--- src/rtl/spi_transaction_sequencer.sv ---
// spi_transaction_sequencer
// Command front end for the SPI master controller. Buffers 1..4 byte write
// commands in a small FIFO, launches them one at a time on the controller,
// collects the received bytes right-aligned and returns one response per
// command. A watchdog guarantees every launched command gets a response.
module spi_transaction_sequencer #(
  parameter int CMD_DEPTH      = 4,
  parameter int TIMEOUT_CYCLES = 4096
) (
  input  logic        clk_i,
  input  logic        rstn_i,
  // command side
  input  logic        cmd_valid_i,
  output logic        cmd_ready_o,
  input  logic [31:0] cmd_data_i,
  input  logic [2:0]  cmd_bytes_i,
  // response side
  output logic        rsp_valid_o,
  input  logic        rsp_ready_i,
  output logic [31:0] rsp_data_o,
  output logic [2:0]  rsp_bytes_o,
  output logic        rsp_err_o,
  output logic        rsp_timeout_o,
  // SPI master controller side
  output logic        spim_enable_o,
  output logic [31:0] spim_write_data_o,
  output logic [2:0]  spim_bytes_o,
  input  logic        spim_ready_i,
  input  logic [31:0] spim_read_data_i,
  input  logic [2:0]  spim_read_bytes_valid_i,
  // status
  output logic        busy_o
);

  localparam int AW = (CMD_DEPTH > 1) ? $clog2(CMD_DEPTH) : 1;
  localparam int TW = (TIMEOUT_CYCLES > 1) ? $clog2(TIMEOUT_CYCLES) : 1;
  localparam logic [TW-1:0] TIMER_MAX = TW'(TIMEOUT_CYCLES - 1);
  localparam logic [AW:0]   PTR_ONE   = (AW+1)'(1);

  typedef enum logic [1:0] {
    S_IDLE   = 2'd0,
    S_ACTIVE = 2'd1,
    S_DRAIN  = 2'd2,
    S_RESP   = 2'd3
  } state_t;

  // Received bytes arrive packed from [31:24] downward; shift them so the
  // last received byte lands in [7:0] and unused upper bytes read as zero.
  function automatic logic [31:0] align_rx(input logic [31:0] d, input logic [2:0] n);
    logic [31:0] v;
    case (n)
      3'd1:    v = {24'h000000, d[31:24]};
      3'd2:    v = {16'h0000, d[31:16]};
      3'd3:    v = {8'h00, d[31:8]};
      3'd4:    v = d;
      default: v = 32'h00000000;
    endcase
    return v;
  endfunction

  // command FIFO: {bytes, data}
  logic [34:0]   r_mem [CMD_DEPTH];
  logic [AW:0]   r_wr_ptr;
  logic [AW:0]   r_rd_ptr;

  // sequencer state and registered outputs
  state_t        r_state;
  logic [TW-1:0] r_timer;
  logic          r_spim_enable;
  logic [31:0]   r_spim_wdata;
  logic [2:0]    r_spim_bytes;
  logic          r_rsp_valid;
  logic [31:0]   r_rsp_data;
  logic [2:0]    r_rsp_bytes;
  logic          r_rsp_err;
  logic          r_rsp_timeout;

  logic          w_empty;
  logic          w_full;
  logic          w_push;
  logic          w_pop;
  logic [34:0]   w_head;
  logic [31:0]   w_head_data;
  logic [2:0]    w_head_bytes;
  logic          w_head_legal;
  logic          w_match;

  assign w_empty      = (r_wr_ptr == r_rd_ptr);
  assign w_full       = (r_wr_ptr[AW] != r_rd_ptr[AW]) &&
                        (r_wr_ptr[AW-1:0] == r_rd_ptr[AW-1:0]);
  assign w_push       = cmd_valid_i & ~w_full;
  // Pops only happen from IDLE, so nothing leaves the FIFO while a response
  // is waiting in RESP or a transaction is in flight.
  assign w_pop        = (r_state == S_IDLE) & ~w_empty & spim_ready_i;
  assign w_head       = r_mem[r_rd_ptr[AW-1:0]];
  assign w_head_data  = w_head[31:0];
  assign w_head_bytes = w_head[34:32];
  assign w_head_legal = (w_head_bytes >= 3'd1) && (w_head_bytes <= 3'd4);
  assign w_match      = (spim_read_bytes_valid_i == r_spim_bytes);

  // Command FIFO storage and pointers; push and pop may coincide.
  always_ff @(posedge clk_i) begin
    if (!rstn_i) begin
      r_wr_ptr <= '0;
      r_rd_ptr <= '0;
      for (int i = 0; i < CMD_DEPTH; i++) begin
        r_mem[i] <= 35'd0;
      end
    end else begin
      if (w_push) begin
        r_mem[r_wr_ptr[AW-1:0]] <= {cmd_bytes_i, cmd_data_i};
        r_wr_ptr                <= r_wr_ptr + PTR_ONE;
      end
      if (w_pop) begin
        r_rd_ptr <= r_rd_ptr + PTR_ONE;
      end
    end
  end

  // Transaction sequencer: launch, watch fill level, drain, hand back response.
  always_ff @(posedge clk_i) begin
    if (!rstn_i) begin
      r_state       <= S_IDLE;
      r_timer       <= '0;
      r_spim_enable <= 1'b0;
      r_spim_wdata  <= 32'h00000000;
      r_spim_bytes  <= 3'd0;
      r_rsp_valid   <= 1'b0;
      r_rsp_data    <= 32'h00000000;
      r_rsp_bytes   <= 3'd0;
      r_rsp_err     <= 1'b0;
      r_rsp_timeout <= 1'b0;
    end else begin
      case (r_state)
        S_IDLE: begin
          if (w_pop) begin
            if (w_head_legal) begin
              r_spim_wdata  <= w_head_data;
              r_spim_bytes  <= w_head_bytes;
              r_spim_enable <= 1'b1;
              r_timer       <= '0;
              r_state       <= S_ACTIVE;
            end else begin
              // Illegal count: answer immediately, never touch the controller.
              r_rsp_data    <= 32'h00000000;
              r_rsp_bytes   <= w_head_bytes;
              r_rsp_err     <= 1'b1;
              r_rsp_timeout <= 1'b0;
              r_rsp_valid   <= 1'b1;
              r_state       <= S_RESP;
            end
          end
        end
        S_ACTIVE: begin
          if (w_match) begin
            // A match in the watchdog's last cycle still counts as success.
            r_rsp_data    <= align_rx(spim_read_data_i, r_spim_bytes);
            r_rsp_bytes   <= r_spim_bytes;
            r_rsp_err     <= 1'b0;
            r_rsp_timeout <= 1'b0;
            r_spim_enable <= 1'b0;
            r_state       <= S_DRAIN;
          end else if (r_timer == TIMER_MAX) begin
            r_rsp_data    <= 32'h00000000;
            r_rsp_bytes   <= r_spim_bytes;
            r_rsp_err     <= 1'b0;
            r_rsp_timeout <= 1'b1;
            r_spim_enable <= 1'b0;
            r_state       <= S_DRAIN;
          end else begin
            r_timer <= r_timer + TW'(1);
          end
        end
        S_DRAIN: begin
          r_spim_enable <= 1'b0;
          if (spim_ready_i) begin
            r_rsp_valid <= 1'b1;
            r_state     <= S_RESP;
          end
        end
        S_RESP: begin
          if (rsp_ready_i) begin
            r_rsp_valid <= 1'b0;
            r_state     <= S_IDLE;
          end
        end
        default: begin
          r_spim_enable <= 1'b0;
          r_rsp_valid   <= 1'b0;
          r_state       <= S_IDLE;
        end
      endcase
    end
  end

  assign cmd_ready_o       = ~w_full;
  assign busy_o            = (r_state != S_IDLE) | ~w_empty;
  assign rsp_valid_o       = r_rsp_valid;
  assign rsp_data_o        = r_rsp_data;
  assign rsp_bytes_o       = r_rsp_bytes;
  assign rsp_err_o         = r_rsp_err;
  assign rsp_timeout_o     = r_rsp_timeout;
  assign spim_enable_o     = r_spim_enable;
  assign spim_write_data_o = r_spim_wdata;
  assign spim_bytes_o      = r_spim_bytes;

endmodule

--- config.mk ---
export PLATFORM = sky130hd
export DESIGN_NAME = spi_transaction_sequencer
export DESIGN_NICKNAME = d
export VERILOG_FILES = /design/src/rtl/spi_transaction_sequencer.sv
export SDC_FILE = /design/constraint.sdc
export NUM_CORES = 1
export LEC_CHECK = 0
export ABC_AREA = 1
export BUFFER_PORTS_ARGS = -buffer_cell sky130_fd_sc_hd__buf_2
export CAP_MARGIN = 10
export CORE_MARGIN = 3
export CORE_UTILIZATION = 47
export DETAILED_ROUTE_END_ITERATION = 7
export HOLD_SLACK_MARGIN = 0.12
export PLACE_DENSITY = 0.7
export SKIP_CTS_REPAIR_TIMING = 1
export SLEW_MARGIN = 40
export SYNTH_ARGS = -nofsm -noshare
export SYNTH_HDL_FRONTEND = slang
export SYNTH_SLANG_ARGS = --single-unit
export TNS_END_PERCENT = 100
--- constraint.sdc ---
create_clock -name clk_i -period 3.9 [get_ports clk_i]
set_input_delay 0.78 -clock clk_i [delete_from_list [all_inputs] [get_ports clk_i]]
set_output_delay 0.78 -clock clk_i [all_outputs]
set_load 0.02 [all_outputs]
[Yosys cells after proc, flatten, opt, wreduce, memory -nomap -nowiden]
Memories as Yosys holds them, arrays and structs flattened. A register that Yosys moved wholly into a read port is not among the register bits.
Cells that the tools add are included.
Word-level totals
  bits in registers: 94
  bits in latches: 0
  memory bits (writable): 140
  ROM bits: 0
  input bits: 75
  output and inout port bits: 76
  word-level logic and storage cells: 106
  memories kept: 1
Memory list
  r_mem: depth 4, width 35, rd ports 1, clocked after memory_dff 1, write ports 4, RTL line 62  | logic [34:0] r_mem [CMD_DEPTH];
Cells by class
  add/subtract/negate cells: 3
  multiply operators: 0
  div/mod/pow operators: 0
  magnitude comparators: 2
  equality and inequality tests: 20
  shifts and indexed selects: 0
  mux-type cells: 48
  bitwise gates (word level): 6
  reductions and logical operators: 14
Operators with widths (count)
  $mux 32: 4
  $pmux 32 s4: 1
  $pmux 32 s2: 1
  $mux 12: 4
  $mux 35: 1
  $reduce_or 35->1: 1
  $pmux 12 s2: 1
  $mux 2: 9
  $mux 1: 17
  $ne 2x2->1 const B: 7
  $add 12x1->12 const B: 1
  $eq 12x12->1 const B: 1
  $mux 3: 4
  $reduce_and 4->1: 3
  $reduce_and 5->1: 2
  $pmux 2 s4: 1
  $add 3x1->3 const B: 2
  $eq 3x2->1 const B: 2
  $eq 3x3->1: 2
  $pmux 1 s3: 2
  $pmux 3 s2: 1
  $reduce_bool 3->1: 2
  $eq 2x2->1 const B: 2
  $pmux 1 s2: 2
  15 further kinds: 20

[Longest topological paths before layout]
  depth after elaboration: 9
  gate-level depth with buffers: 14
  mapped depth without buffers: 12

[Worst setup path before layout]
Ideal clock, no wire load.
  path type: register -> register
  start point: register r_wr_ptr[0]
  end point: memory r_mem[3][0] (enable)
  library setup time: 480 ps
  data arrival time: 3644 ps
  data required time: 3420 ps
  setup slack: -225 ps
  cell stages (with the launch flop): 8
  buffers on the path: 0
  period minus slack after synthesis: 4125 ps
  cells stage by stage: dfxtp_1 > inv_2 > nand2_1 > nand2_1 > and2_1 > nand3_2 > nand2_2 > o31ai_1
RTL lines
  start, declared: RTL line 63  | logic [AW:0] r_wr_ptr;
  start signal, assigned: RTL line 112  | r_wr_ptr <= r_wr_ptr + PTR_ONE;
  end, declared: RTL line 62

[Worst setup path after layout]
  start point: register r_state[0]
  end point: register r_rsp_data[29], in the netlist rsp_data_o[29]
Between the ends
  word-level cells in the longest chain between the ends: 5
  elaborated cells on any way between the ends: 10
  classes of those cells: eq/ne (4); mux (1); bitwise (2); reduce/logical (3)
Ends and longest elaborated chain
  start, declared: RTL line 67  | state_t r_state;
  start signal, assigned: RTL line 123  | r_state <= S_IDLE;
  start signal, assigned: RTL line 142  | r_state <= S_ACTIVE;
  start signal, assigned: RTL line 150  | r_state <= S_RESP;
  $logic_not 2->1: RTL line 94, 134
  $and 1x1->1 (2 in series): RTL line 94  | assign w_pop = (r_state == S_IDLE) & ~w_empty & spim_ready_i;
  $ne 2x2->1 (no source line)
  $reduce_and 4->1 (no source line)
  end signal, assigned: RTL line 157  | r_rsp_data <= align_rx(spim_read_data_i, r_spim_bytes);
  end, declared: RTL line 73  | logic [31:0] r_rsp_data;
Parallel ways exist; a longest one is shown, timed or not.
A chain may end at the register's enable or synchronous reset.

==> flow_summary.ini <==
[grt]
grt_use_total_pct = 21.4
grt_max_degree = 66
first_global_vias = 8430
grt_antenna_before_repair = 0
overflow = 0
grt_pass1_wl_um = 43800

[clock_network]
clk_latency_ns = 0.53
cts_max_level = 1
cts_tree = done
cts.sinks = 236
clk_pin_slew_ns = 0.06
cts_buffers = 26
clockRootBuffer = clkbuf_16
clk_path_buf_depth = 3

[synth]
ys.flop_type = edfxtp_1
seq_area_frac_synth_pct = 56.1
synthArstFlopShare_pct = 0
synth_cells = 1299
synth_edf_count = 140
yosysUniqueCellTypes = 33
yosys_warnings = 0
syn-num-nets = 1383
syn_avg_cell_area_um2 = 8.40
syn_area_um2 = 10900
ys_ff_latch = 236

[placed_design]
place_area_um2 = 11800
place.gp.congestion = 0.877
dp_hpwl_um = 17100
dp.cells = 1673
port_buffers = 150

[min_path]
holdPathStages = 2
hp-class = register to register

[setup_path]
required_ns = 4.33
rr_worst_depth = 12
arrival_ns = 3.10
start_kind = register
worst_setup_path_end_kind = register
setup.worst_path.class = register to register
worstPathMaxFanout = 37

[sta]
slew_viol_final = 0
setup_viol = 0
rsz0062_at_grt = false
finalClockSkew_ns = 0.0182
fin_setup_tns_ns = 0
max_freq_mhz = 374
worst_pin_slew_ns = 0.787
fin_hold_ws_ns = 0.459
period_share_pct = 68.5
finalCriticalPeriod_ns = 2.67
relSlewSlack_pct = 47.4
hold_violations = 0

[floorplan]
rows = 55
coreArea_um2 = 22700
dieArea_um2 = 25100
die_w_um = 158
die_height_um = 158
start_util_pct = 48.1
io-pin-count = 151

[finish]
fin_cells = 1719
diodes = 0
drive_gt1_share_pct = 16.2
fin_area_um2 = 12600
num-fill-cells = 2078
layout_common_cells = nor2_1, nand2_1, buf_2
final_common_cell = nor2_1
num-nets-final = 1500
area_growth_pct = 15.8

[route]
post-route-drc-count = 0
ant_nets = 0
vias = 9259
routed_via_density = 5.39
dr.pass1.iters = 5
avgRoutedWirePerCell_um = 16.0
wirelength_um = 27600
first_iter_violations = 731

[pwr]
cellPowerDensity_nw_per_um2 = 695
p_leak_nw = 5.39
peakVddDrop_v = 0.000406

[run_status]
outcome = finished, final reports clean

[job]
max_cap_viol_count = 0
[cells by family (layout without fill, tap and decap cells)]
| group | count (synthesis) | count (layout) | share of synthesized area, % |
|---|---|---|---|
| AND/OR/NAND/NOR | 665 | 665 | 25.1 |
| flip-flops | 236 | 236 | 56.1 |
| AO/OA/AOI/OAI | 216 | 216 | 10.5 |
| buffers and inverters | 168 | 303 | 6.78 |
| adder cells (fa/ha/maj) | 9 | 9 | 1.03 |
| XOR/XNOR | 5 | 5 | 0.401 |
[registers in the layout (all words and copies together) (netlist names), named ones only]
name / cells
spim_bytes_o: 3
rsp_timeout_o: 1
rsp_bytes_o: 3
r_mem: 140
r_timer: 12
r_wr_ptr: 3
r_state: 2
rsp_data_o: 32
spim_write_data_o: 32
rsp_err_o: 1
r_rd_ptr: 3
spim_enable_o: 1
rsp_valid_o: 1
[cell usage after synthesis, types with 3 or more instances]
cell | n | area [um2]
nand2_1 | 262 | 983
ha_1 | 9 | 113
o211ai_1 | 8 | 60.1
edfxtp_1 | 140 | 4200
nand3_1 | 94 | 470
dfxtp_1 | 96 | 1920
buf_6 | 7 | 78.8
clkbuf_1 | 42 | 158
buf_4 | 7 | 52.6
nand2_4 | 4 | 45.0
inv_2 | 7 | 26.3
o22ai_1 | 33 | 206
nand2_2 | 3 | 18.8
a21oi_1 | 87 | 435
xor2_1 | 3 | 26.3
inv_1 | 79 | 297
nor2_1 | 277 | 1040
buf_2 | 23 | 115
nand4_1 | 18 | 113
o21ai_0 | 86 | 430
[metrics by stage]
step / util, % / worst slack (ns) / total power, W
floorplan: - / 0.862 / 0.00562
global placement: 51.9 / 1.28 / 0.00630
detailed placement: 51.9 / 1.19 / 0.00636
CTS: 55.7 / 1.18 / 0.00881
global route: 55.7 / 0.960 / 0.00936
finish: 55.7 / 1.23 / 0.00878
[worst max-delay path, cell delays in order (launching register included)]
cell	delay, ns
dfxtp_1	0.36
inv_1	0.12
ha_1	0.39
nand2_1	0.10
inv_1	0.08
nand2_1	0.12
nand2_4	0.16
nand2_2	0.09
inv_2	0.40
buf_4	0.44
nand3_1	0.14
nand2_1	0.10
nor2_1	0.04
[report_power, final]
part | total (W) | switching (W) | leakage, nW | internal, W
sequential | 0.00322 | 0.000207 | 2.24 | 0.00301
combinational | 0.00311 | 0.00220 | 2.73 | 0.000917
clock | 0.00245 | 0.000978 | 0.422 | 0.00147
[cell type report]
type                       instances  area [um2]  share of cell area, %
multi-input combinational        895        4080                   32.3
clock buffer                      31         701                   5.54
inverter                          88         332                   2.62
clock inverter                    15         148                   1.17
timing repair buffer             169         893                   7.07
tap                              285         357                   2.82
sequential                       236        6130                   48.5
[per-layer routing]
metal  vias to the layer above  wire, um  GRT usage (%)
met4                         0       606           5.61
met1                      4347     12200           30.6
li1                       4552         -              -
met5                         -         0              0
met3                        42      1930           3.40
met2                       318     12800           34.2
[worst paths after layout]
check / start / end / slack [ns]
worst max-delay path: r_state[0]$_SDFFE_PN0P_ / rsp_data_o[29]$_SDFFE_PN0P_ / 1.23
worst min-delay path: spim_write_data_o[4]$_SDFFE_PN0P_ / spim_write_data_o[4]$_SDFFE_PN0P_ / 0.46
worst max register to register: r_state[0]$_SDFFE_PN0P_ / rsp_data_o[29]$_SDFFE_PN0P_ / 1.23
worst min register to register: spim_write_data_o[4]$_SDFFE_PN0P_ / spim_write_data_o[4]$_SDFFE_PN0P_ / 0.46
Note: power is estimated with default switching activity, not from simulation.
